--- config.mk ---
export PLATFORM = sky130hd
export DESIGN_NAME = meas_run_ctrl
export DESIGN_NICKNAME = d
export VERILOG_FILES = /design/src/rtl/meas_run_ctrl.sv
export SDC_FILE = /design/constraint.sdc
export NUM_CORES = 1
export LEC_CHECK = 0
export ABC_CLOCK_PERIOD_IN_PS = 3800
export CAP_MARGIN = 40
export CORE_ASPECT_RATIO = 0.9
export CORE_UTILIZATION = 30
export CTS_CLUSTER_SIZE = 24
export DETAILED_ROUTE_END_ITERATION = 7
export PLACE_DENSITY = 0.52
export SYNTH_ARGS = -nofsm -noshare
export SYNTH_HDL_FRONTEND = slang
export SYNTH_SLANG_ARGS = --single-unit
--- constraint.sdc ---
create_clock -name sys_clk -period 3.8 [get_ports sys_clk]
set_clock_uncertainty 0.15 [all_clocks]
set_input_delay 0.76 -clock sys_clk [delete_from_list [all_inputs] [get_ports sys_clk]]
set_output_delay 0.76 -clock sys_clk [all_outputs]
set_load 0.01 [all_outputs]
--- src/rtl/meas_run_ctrl.sv ---
// Run sequencer for one MER/error-accumulation window on the 16-QAM test chain.
// Flow: start -> settle (filter flush) -> align to LFSR period boundary
//       -> accumulate N_PERIODS full periods -> latch result -> idle.
// Owns the DAC A source select and holds it steady while a run is in flight.
module meas_run_ctrl #(
    parameter int unsigned N_PERIODS   = 4,
    parameter int unsigned SETTLE_SYMS = 64,
    parameter int unsigned CNT_W       = 16
) (
    input  logic             sys_clk,
    input  logic             reset,
    input  logic             sym_clk_ena,
    input  logic             start,
    input  logic             abort,
    input  logic             lfsr_cycle,
    input  logic [1:0]       dac_sel_req,
    output logic [1:0]       dac_sel,
    output logic             acc_clear,
    output logic             acc_en,
    output logic             acc_latch,
    output logic             done,
    output logic             busy,
    output logic [CNT_W-1:0] period_cnt,
    output logic             start_err
);

    localparam int unsigned      DAC_W       = 2;
    localparam logic [CNT_W-1:0] SETTLE_LAST = CNT_W'(SETTLE_SYMS - 1);
    localparam logic [CNT_W-1:0] PERIOD_LAST = CNT_W'(N_PERIODS - 1);

    typedef enum logic [2:0] {
        S_IDLE,
        S_SETTLE,
        S_WAIT_SYNC,
        S_ACCUM,
        S_LATCH
    } state_t;

    state_t           r_state,      w_state_nxt;
    logic [CNT_W-1:0] r_settle_cnt, w_settle_cnt_nxt;
    logic [CNT_W-1:0] r_period_cnt, w_period_cnt_nxt;
    logic [DAC_W-1:0] r_dac_sel,    w_dac_sel_nxt;
    logic             r_acc_clear,  w_acc_clear_nxt;
    logic             r_acc_en,     w_acc_en_nxt;
    logic             r_acc_latch,  w_acc_latch_nxt;
    logic             r_busy,       w_busy_nxt;
    logic             r_start_err,  w_start_err_nxt;
    logic             w_bnd;

    // LFSR period marker only counts when it coincides with a symbol strobe
    assign w_bnd = lfsr_cycle & sym_clk_ena;

    // Next-state and next-output decode; abort wins over boundary/terminal count
    always_comb begin
        w_state_nxt      = r_state;
        w_settle_cnt_nxt = r_settle_cnt;
        w_period_cnt_nxt = r_period_cnt;
        w_dac_sel_nxt    = r_dac_sel;
        w_acc_clear_nxt  = 1'b0;
        w_acc_latch_nxt  = 1'b0;
        w_start_err_nxt  = start & (r_state != S_IDLE);

        case (r_state)
            S_IDLE: begin
                w_dac_sel_nxt = dac_sel_req;
                if (start && !abort) begin
                    w_state_nxt      = S_SETTLE;
                    w_acc_clear_nxt  = 1'b1;
                    w_settle_cnt_nxt = '0;
                    w_period_cnt_nxt = '0;
                end
            end
            S_SETTLE: begin
                if (abort) begin
                    w_state_nxt = S_IDLE;
                end else if (sym_clk_ena) begin
                    if (r_settle_cnt == SETTLE_LAST) begin
                        w_state_nxt = S_WAIT_SYNC;
                    end else begin
                        w_settle_cnt_nxt = r_settle_cnt + CNT_W'(1);
                    end
                end
            end
            S_WAIT_SYNC: begin
                if (abort) begin
                    w_state_nxt = S_IDLE;
                end else if (w_bnd) begin
                    w_state_nxt      = S_ACCUM;
                    w_period_cnt_nxt = '0;
                end
            end
            S_ACCUM: begin
                if (abort) begin
                    w_state_nxt = S_IDLE;
                end else if (w_bnd) begin
                    if (r_period_cnt == PERIOD_LAST) begin
                        w_state_nxt = S_LATCH;
                    end else begin
                        w_period_cnt_nxt = r_period_cnt + CNT_W'(1);
                    end
                end
            end
            S_LATCH: begin
                w_state_nxt     = S_IDLE;
                w_acc_latch_nxt = ~abort;
            end
            default: begin
                w_state_nxt = S_IDLE;
            end
        endcase

        w_acc_en_nxt = (w_state_nxt == S_ACCUM);
        w_busy_nxt   = (w_state_nxt != S_IDLE);
    end

    // State, counters and all outputs registered; synchronous reset
    always_ff @(posedge sys_clk) begin
        if (reset) begin
            r_state      <= S_IDLE;
            r_settle_cnt <= '0;
            r_period_cnt <= '0;
            r_dac_sel    <= '0;
            r_acc_clear  <= 1'b0;
            r_acc_en     <= 1'b0;
            r_acc_latch  <= 1'b0;
            r_busy       <= 1'b0;
            r_start_err  <= 1'b0;
        end else begin
            r_state      <= w_state_nxt;
            r_settle_cnt <= w_settle_cnt_nxt;
            r_period_cnt <= w_period_cnt_nxt;
            r_dac_sel    <= w_dac_sel_nxt;
            r_acc_clear  <= w_acc_clear_nxt;
            r_acc_en     <= w_acc_en_nxt;
            r_acc_latch  <= w_acc_latch_nxt;
            r_busy       <= w_busy_nxt;
            r_start_err  <= w_start_err_nxt;
        end
    end

    assign dac_sel    = r_dac_sel;
    assign acc_clear  = r_acc_clear;
    assign acc_en     = r_acc_en;
    assign acc_latch  = r_acc_latch;
    assign done       = r_acc_latch;
    assign busy       = r_busy;
    assign period_cnt = r_period_cnt;
    assign start_err  = r_start_err;

endmodule

### Word level (Yosys, flattened, before mapping)

Index checks and enable logic that the tools add are counted.

* input bits: 8
* logic and storage cells: 65
* output and inout bits: 24
* flip-flop bits (word level): 42

* multiplexer cells: 22
* reduce and logical (&&, ||, !) cells: 11
* add/subtract/negate cells: 2
* bitwise gates (word level): 5
* equal/unequal tests: 16

Operator list (count)
* 16-bit 2-to-1 mux: 9
* 16-bit case mux with 3 select lines: 1
* 16-bit by 1-bit adder with 16-bit output (second input constant): 2
* 16-bit case mux with 2 select lines: 1
* 3-bit 2-to-1 mux: 9
* 2-bit inequality test (second input constant): 9
* 16-bit by 2-bit == test with 1-bit output (second input constant): 1
* 16-bit by 6-bit == test with 1-bit output (second input constant): 1
* 3-bit case mux with 4 select lines: 1
* 3-bit by 2-bit == test with 1-bit output (second input constant): 3
* 3-bit nonzero test: 3
* 7-bit AND reduction: 1
* 5-bit AND reduction: 1
* 2-bit OR reduction: 2
* 3-bit by 1-bit == test with 1-bit output (second input constant): 1
* 3-bit == test (second input constant): 1
* 3-bit logical NOT: 1
* 1-bit inverter: 3
* 1-bit AND: 2
* 2-bit nonzero test: 1
* 1-bit logical AND: 1
* 1-bit logical NOT: 1
* 1-bit 2-to-1 mux: 1

### Logic depth before layout (Yosys ltp)

Gate-level depths: netlist of run 1.

* depth after elaboration: 6
* gate-level depth with buffers: 7
* gate-level depth less buffers: 6

### Worst setup path before layout of run 1

Ideal clock, no wire load.

* kind: in2reg
* start point: input port abort
* end point: register r_settle_cnt[8]
* library setup time: 0.070 ns
* cell stages on the path: 5
* path buffers: 0
* path slack: 1.511 ns
* data arrival time: 2.069 ns
* data required time: 3.580 ns
* path through: nor4b_4 nand2_2 o41a_1 or3_1 a21oi_1

* cells in the longest elaborated chain, start to end: 4
* elaborated cells on any way between the ends: 5
* classes of those cells: eq/ne: 2; reduce/logical: 3

RTL lines
* from (decl): RTL line 14 `input logic abort,`
* 1-bit logical NOT: RTL line 66 `if (start && !abort) begin`
* 1-bit logical AND: RTL line 66
* 2-bit inequality test (no line)
* 5-bit AND reduction (no line) *
* to (signal assigned): RTL line 130 `r_settle_cnt <= w_settle_cnt_nxt;`
* to (decl): RTL line 40 `logic [CNT_W-1:0] r_settle_cnt, w_settle_cnt_nxt;`

Mark *: on every way between the ends. The rest lies on a longest branch, timed or not.
A chain may end at the register's enable or synchronous reset.

### Worst setup path after layout of run 1

* start point: input port abort
* end point: register r_settle_cnt[10]

Same word-level chain as after synthesis.

==> metrics.txt, run 1 <==
run status finished, final reports clean; Overflow after GRT 0; Chip Width 89.1 um; worst setup margin 1090 ps; syn_nets 248; H-Tree Depth 2; largest net degree at the start of global routing 18; initial antenna violation count 0; Setup crit end kind register; Clock Power Share 40.6%; gr usage total 14.4%; CP startpoint kind input port; Max Slew Vio Count 0; Async SR Flop Fraction 0%; Reg clk slew, reported paths 80 ps; CTS tree yes; endpoints failing setup 0; cts hold-fix bufs 0; sw frac 22.4%; power per standard cell area 331 mW/mm^2; final period utilization 71.3%; syn avg cell area 8.61 um^2; DRC viols 0; Vias per Instance 4.93; # Max-Cap Violations 0; vias in the first global route 1,616; Hold WC Path Type register to register; dominant cell type by area after synthesis dfxtp_1; top cells by area, synth dfxtp_1 41%, nor2_1 6.6%, xnor2_1 5.1%; Comb pwr share 5.8%; kind of critical path input port to register; number of enable flip-flop cells after synthesis 0; clock sinks 42; synthesized flop and latch total 42; cells after synthesis 238; Skew-Pair Late Insertion Delay 300 ps; Antenna Violating Nets Remaining 0; Total Power Consumption 837 uW; NetSw 188 uW; post-synth top area share 41.0%; Die H 80.4 um; Post-CTS Setup Bufs 0; relative slew slack 55.1%; Ant. Diodes 0; crit-path max FO 8; CTS buffer count 5; dpl ws 787 ps; RSZ-0062 raised after global routing no; cells resized by post-CTS repair 0; row count 28; first-pass GRT wire length 7.83 mm; most frequent cell after synthesis dfxtp_1; Iter 0 DRT Violations 52; fraction of layout cells with a size suffix above 1 5.64%; met1 usage 21.2%; die area 0.00717 mm^2; f_max 0.369 GHz; internal power 649 uW; top cells by count, synth 42 x dfxtp_1, 36 x nor2_1, 14 x nand3_1; IO buf count 31; Starting Density 31.1%; VDD IR max 0.113 mV; post-synthesis sequential area ratio 41.0%; post-synthesis instance area 0.00205 mm^2; core box area 0.00659 mm^2; Tmin final 2710 ps; Slew @ Worst Pin 672 ps; HPWL after detailed placement 3.30 mm; CP Data Arrival Time 2780 ps; Root Driver clkbuf_8; gr busiest metal met1; final std cells w/o fill 356; Nets 275; Main synth FF type dfxtp_1; Routed WL 4.74 mm; dpl cell area 0.00242 mm^2; # IOs 32; WL per Instance 13.3 um; Seq pwr share 53.6%; area delta synth->final 23.3%; worst-case clock buffer depth 2; GR met3 Demand/Resource 4.93%; Worst Path Required 3880 ps; M2 GR Usage 19.3%; router iterations before antenna repair 4; Placer Congestion 0.745; Yosys cell types 41; static leakage 0.000836 uW; Final Instance Area 0.00253 mm^2; synth warn 0; Hold Fails Final Rpt 0; vias 1,756; Setup TNS 0 ps; Cells after DPL 348
[per-layer routing]
metal | vias to the layer above | wire length [um]
li1 | 900 | -
met1 | 814 | 2560
met2 | 36 | 1850
met3 | 6 | 260
met4 | 0 | 63
met5 | - | 0
[per-stage QoR]
step                      util, %  hold WS [ps]
final                        38.4           361
after global routing         38.4           396
after CTS                    38.4           363
after detailed placement     36.7           342
after global placement       36.7           332
after floorplan                 -           316
[path summary, 6_finish.rpt]
| check | to | cells past startpoint | slack [ps] | start |
|---|---|---|---|---|
| hold / removal | dac_sel[0] | 2 | 360 | dac_sel[0] |
| setup reg to reg | period_cnt[1] | 6 | 1230 | period_cnt[0] |
| setup / recovery | r_settle_cnt[10] | 6 | 1090 | abort |
| hold reg to reg | dac_sel[0] | 2 | 360 | dac_sel[0] |
[logic make-up (layout without fill, tap and decap cells)]
logic type	count (synthesis)	in the layout	synth area share [%]
DFF	42	42	41.0
and+or+nand+nor	112	112	30.0
adders and majority gates	2	2	1.22
muxes	4	4	1.95
AOI/OAI and AO/OA	37	37	12.2
buffers and inverters	19	47	4.15
xor gates and xnor gates	22	22	9.40
[power by group through the flow]
| stage | combinational (uW) | clock [uW] | sequential [uW] |
|---|---|---|---|
| 2_1_floorplan | 27.4 | 0 | 459 |
| 3_3_place_gp | 49.0 | 0 | 459 |
| 3_5_place_dp | 48.9 | 0 | 459 |
| 4_1_cts | 49.1 | 353 | 449 |
| 5_1_grt | 53.5 | 374 | 449 |
| 6_report | 48.7 | 340 | 449 |
[placed cells by master, fill, tap and decap left out, drive strengths merged]
cell / instances
a211o: 2
a21boi: 2
a21o: 1
a21oi: 8
and3: 5
and4: 2
clkbuf: 8
clkdlybuf4s50: 31
dfxtp: 42
ha: 2
inv: 8
mux2i: 4
nand2: 9
nand2b: 3
nand3: 14
nand4: 6
nand4bb: 1
nor2: 36
nor2b: 2
nor3: 9
nor3b: 3
nor4: 10
nor4b: 2
o2111ai: 5
o211ai: 5
o21a: 2
o21ai: 10
o41a: 1
o41ai: 1
or2: 1
or3: 7
or4: 2
xnor2: 12
xor2: 10
[flip-flops by register name, summed over array words and instances, names as in the netlist]
register / flops
r_settle_cnt: 16
dac_sel: 2
r_state: 3
acc_latch: 1
start_err: 1
busy: 1
period_cnt: 16
acc_en: 1
acc_clear: 1
[layout make-up]
type | instances | area, um^2
Clock buffer | 8 | 110
Timing Repair Buffer | 31 | 310
Multi-Input combinational cell | 177 | 1120
Tap cell | 90 | 113
Sequential cell | 42 | 841
Inverter | 8 | 30.0
Fill cell | 704 | 4060
[critical path, cell delays in order]
cell             delay (ps)
clkdlybuf4s50_1         520
nor4b_4                 360
nand2_2                 160
o41a_1                  520
or3_1                   330
a21oi_1                 140
Note: power is estimated with default switching activity, not from simulation.
==> inputs of run 2 (changes only) <==
--- a/config.mk
+++ b/config.mk
@@ -5,7 +5,7 @@
 export SDC_FILE = /design/constraint.sdc
 export NUM_CORES = 1
 export LEC_CHECK = 0
-export ABC_CLOCK_PERIOD_IN_PS = 3800
+export ABC_CLOCK_PERIOD_IN_PS = 2600
 export CAP_MARGIN = 40
 export CORE_ASPECT_RATIO = 0.9
 export CORE_UTILIZATION = 30
==> constraint.sdc (replaced) <==
create_clock -name sys_clk -period 2.6 [get_ports sys_clk]
set_clock_uncertainty 0.15 [all_clocks]
set_input_delay 0.52 -clock sys_clk [delete_from_list [all_inputs] [get_ports sys_clk]]
set_output_delay 0.52 -clock sys_clk [all_outputs]
set_load 0.01 [all_outputs]
==> metrics.txt, run 2 (same netlist as run 1, synthesis figures left out) <==
R2R Setup Slk 460 ps (-770 ps); first-pass GRT wire length 8.09 mm (+3.3%); Hold WC Path Type register to register; row count 28 (unchanged); WL per Instance 12.9 um (-2.6%); RSZ-0062 raised after global routing no; DRC viols 0 (unchanged); static leakage 0.000902 uW (+7.9%); final std cells w/o fill 368 (+3.4%); CP startpoint kind input port; cts hold-fix bufs 0 (unchanged); Root Driver clkbuf_8; most frequent cells in the layout 42 x dfxtp_1, 36 x nor2_1, 31 x clkdlybuf4s50_1; kind of critical path input port to register; endpoints failing setup 0 (unchanged); hold_sp dac_sel[1]; largest net degree at the start of global routing 17 (-1); worst r2r src period_cnt[0]; Fillers 694 (-1.4%); vias in the first global route 1,723 (+6.6%); # IOs 32 (unchanged); Vias per Instance 4.91 (-0.45%); Placer Congestion 0.800 (+7.4%); VDD IR max 0.198 mV (+76%); Cells after DPL 361 (+3.7%); fraction of layout cells with a size suffix above 1 9.71% (+4.1 points); leading cell type in the layout, fill and taps excluded dfxtp_1; Tmin final 2300 ps; CTS tree yes; Iter 0 DRT Violations 79 (+52%); Setup crit end kind register; CTS buffer count 5 (unchanged); final period utilization 88.6%; core box area 0.00659 mm^2 (unchanged); initial antenna violation count 0 (unchanged); f_max 0.434 GHz; crit path from abort; Reg clk slew, reported paths 80 ps (about the same); Antenna Violating Nets Remaining 0 (unchanged); H-Tree Depth 2 (unchanged); # Max-Cap Violations 0 (unchanged); clock sinks 42 (unchanged); Worst Path Required 2680 ps (-1200 ps); Final Instance Area 0.00264 mm^2 (+4.5%); router iterations before antenna repair 4 (unchanged); WHS 355 ps (-6.15 ps); Hold Fails Final Rpt 0 (unchanged); area delta synth->final 28.8%; vias 1,807 (+2.9%); IO buf count 31 (unchanged); Routed WL 4.77 mm (+0.63%); Skew-Pair Late Insertion Delay 300 ps (about the same); worst-case clock buffer depth 2 (unchanged); HPWL after detailed placement 3.48 mm (+5.3%); Max Slew Vio Count 0 (unchanged); dpl cell area 0.00253 mm^2 (+4.6%); Starting Density 31.1% (unchanged); power per standard cell area 485 mW/mm^2 (+47%); crit-path max FO 6 (-2); Slew @ Worst Pin 657 ps (-15.0 ps); gr usage total 14.8% (+0.38 points); Overflow after GRT 0 (unchanged); relative slew slack 56.0% (+0.88 points); Chip Width 89.1 um (unchanged); Ant. Diodes 0 (unchanged); die area 0.00717 mm^2 (unchanged); Nets 288 (+4.7%); cells resized by post-CTS repair 0 (unchanged); Post-CTS Setup Bufs 0 (unchanged); Setup TNS 0 ps (unchanged); CP Data Arrival Time 2390 ps (-390 ps); Die H 80.4 um (unchanged); run status finished, final reports clean
-- run 2: worst max-delay path, stage by stage --
cell             delay, ps
clkdlybuf4s50_1        460
nor4b_4                350
nand2_2                 90
o41a_1                 500
or3_1                  330
a21oi_1                140
-- run 2: report_power, final --
group	switching, uW	internal, uW	total, uW
registers	6.48	649	656
logic	42.4	44.1	86.6
clock network	232	308	539
total	281	1000	1280
-- run 2: path summary, 6_finish.rpt --
kind	end	cells past startpoint
min reg2reg	dac_sel[1]	2
max reg2reg	busy	7
min	dac_sel[1]	2
max	r_settle_cnt[10]	6
-- run 2: layout make-up --
class / instances / area, um^2 / area share (%)
multi-input cells: 177 / 1120 / 42.6
flip-flops and latches: 42 / 841 / 31.8
repair buffers: 44 / 420 / 15.9
well taps: 90 / 113 / 4.27
clock buffers: 6 / 82.6 / 3.13
clock inverters: 1 / 30.0 / 1.14
inverters: 8 / 30.0 / 1.14
-- run 2: layer usage --
layer / GRT usage (%) / vias to the layer above / part of all wire, %
met3: 3.19 / 5 / 3.0
met4: 5.24 / 0 / 1.6
li1: - / 931 / -
met2: 20.5 / 34 / 39
met1: 22.0 / 837 / 57
met5: 0 / - / 0
-- run 2: metrics by stage --
step	util, %	setup WS (ps)	total power [uW]
CTS	40.1	302	1300
floorplan	-	551	711
global placement	38.4	36.4	758
detailed placement	38.4	-17.1	758
global route	40.1	157	1330
finish	40.1	297	1280
==> inputs of run 3 (changes only) <==
--- a/config.mk
+++ b/config.mk
@@ -9,6 +9,7 @@
 export CAP_MARGIN = 40
 export CORE_ASPECT_RATIO = 0.9
 export CORE_UTILIZATION = 30
+export CTS_CLUSTER_DIAMETER = 30
 export CTS_CLUSTER_SIZE = 24
 export DETAILED_ROUTE_END_ITERATION = 7
 export PLACE_DENSITY = 0.52
==> results of run 3 <==
Final layout, timing and power as in run 2 (identical DEF).
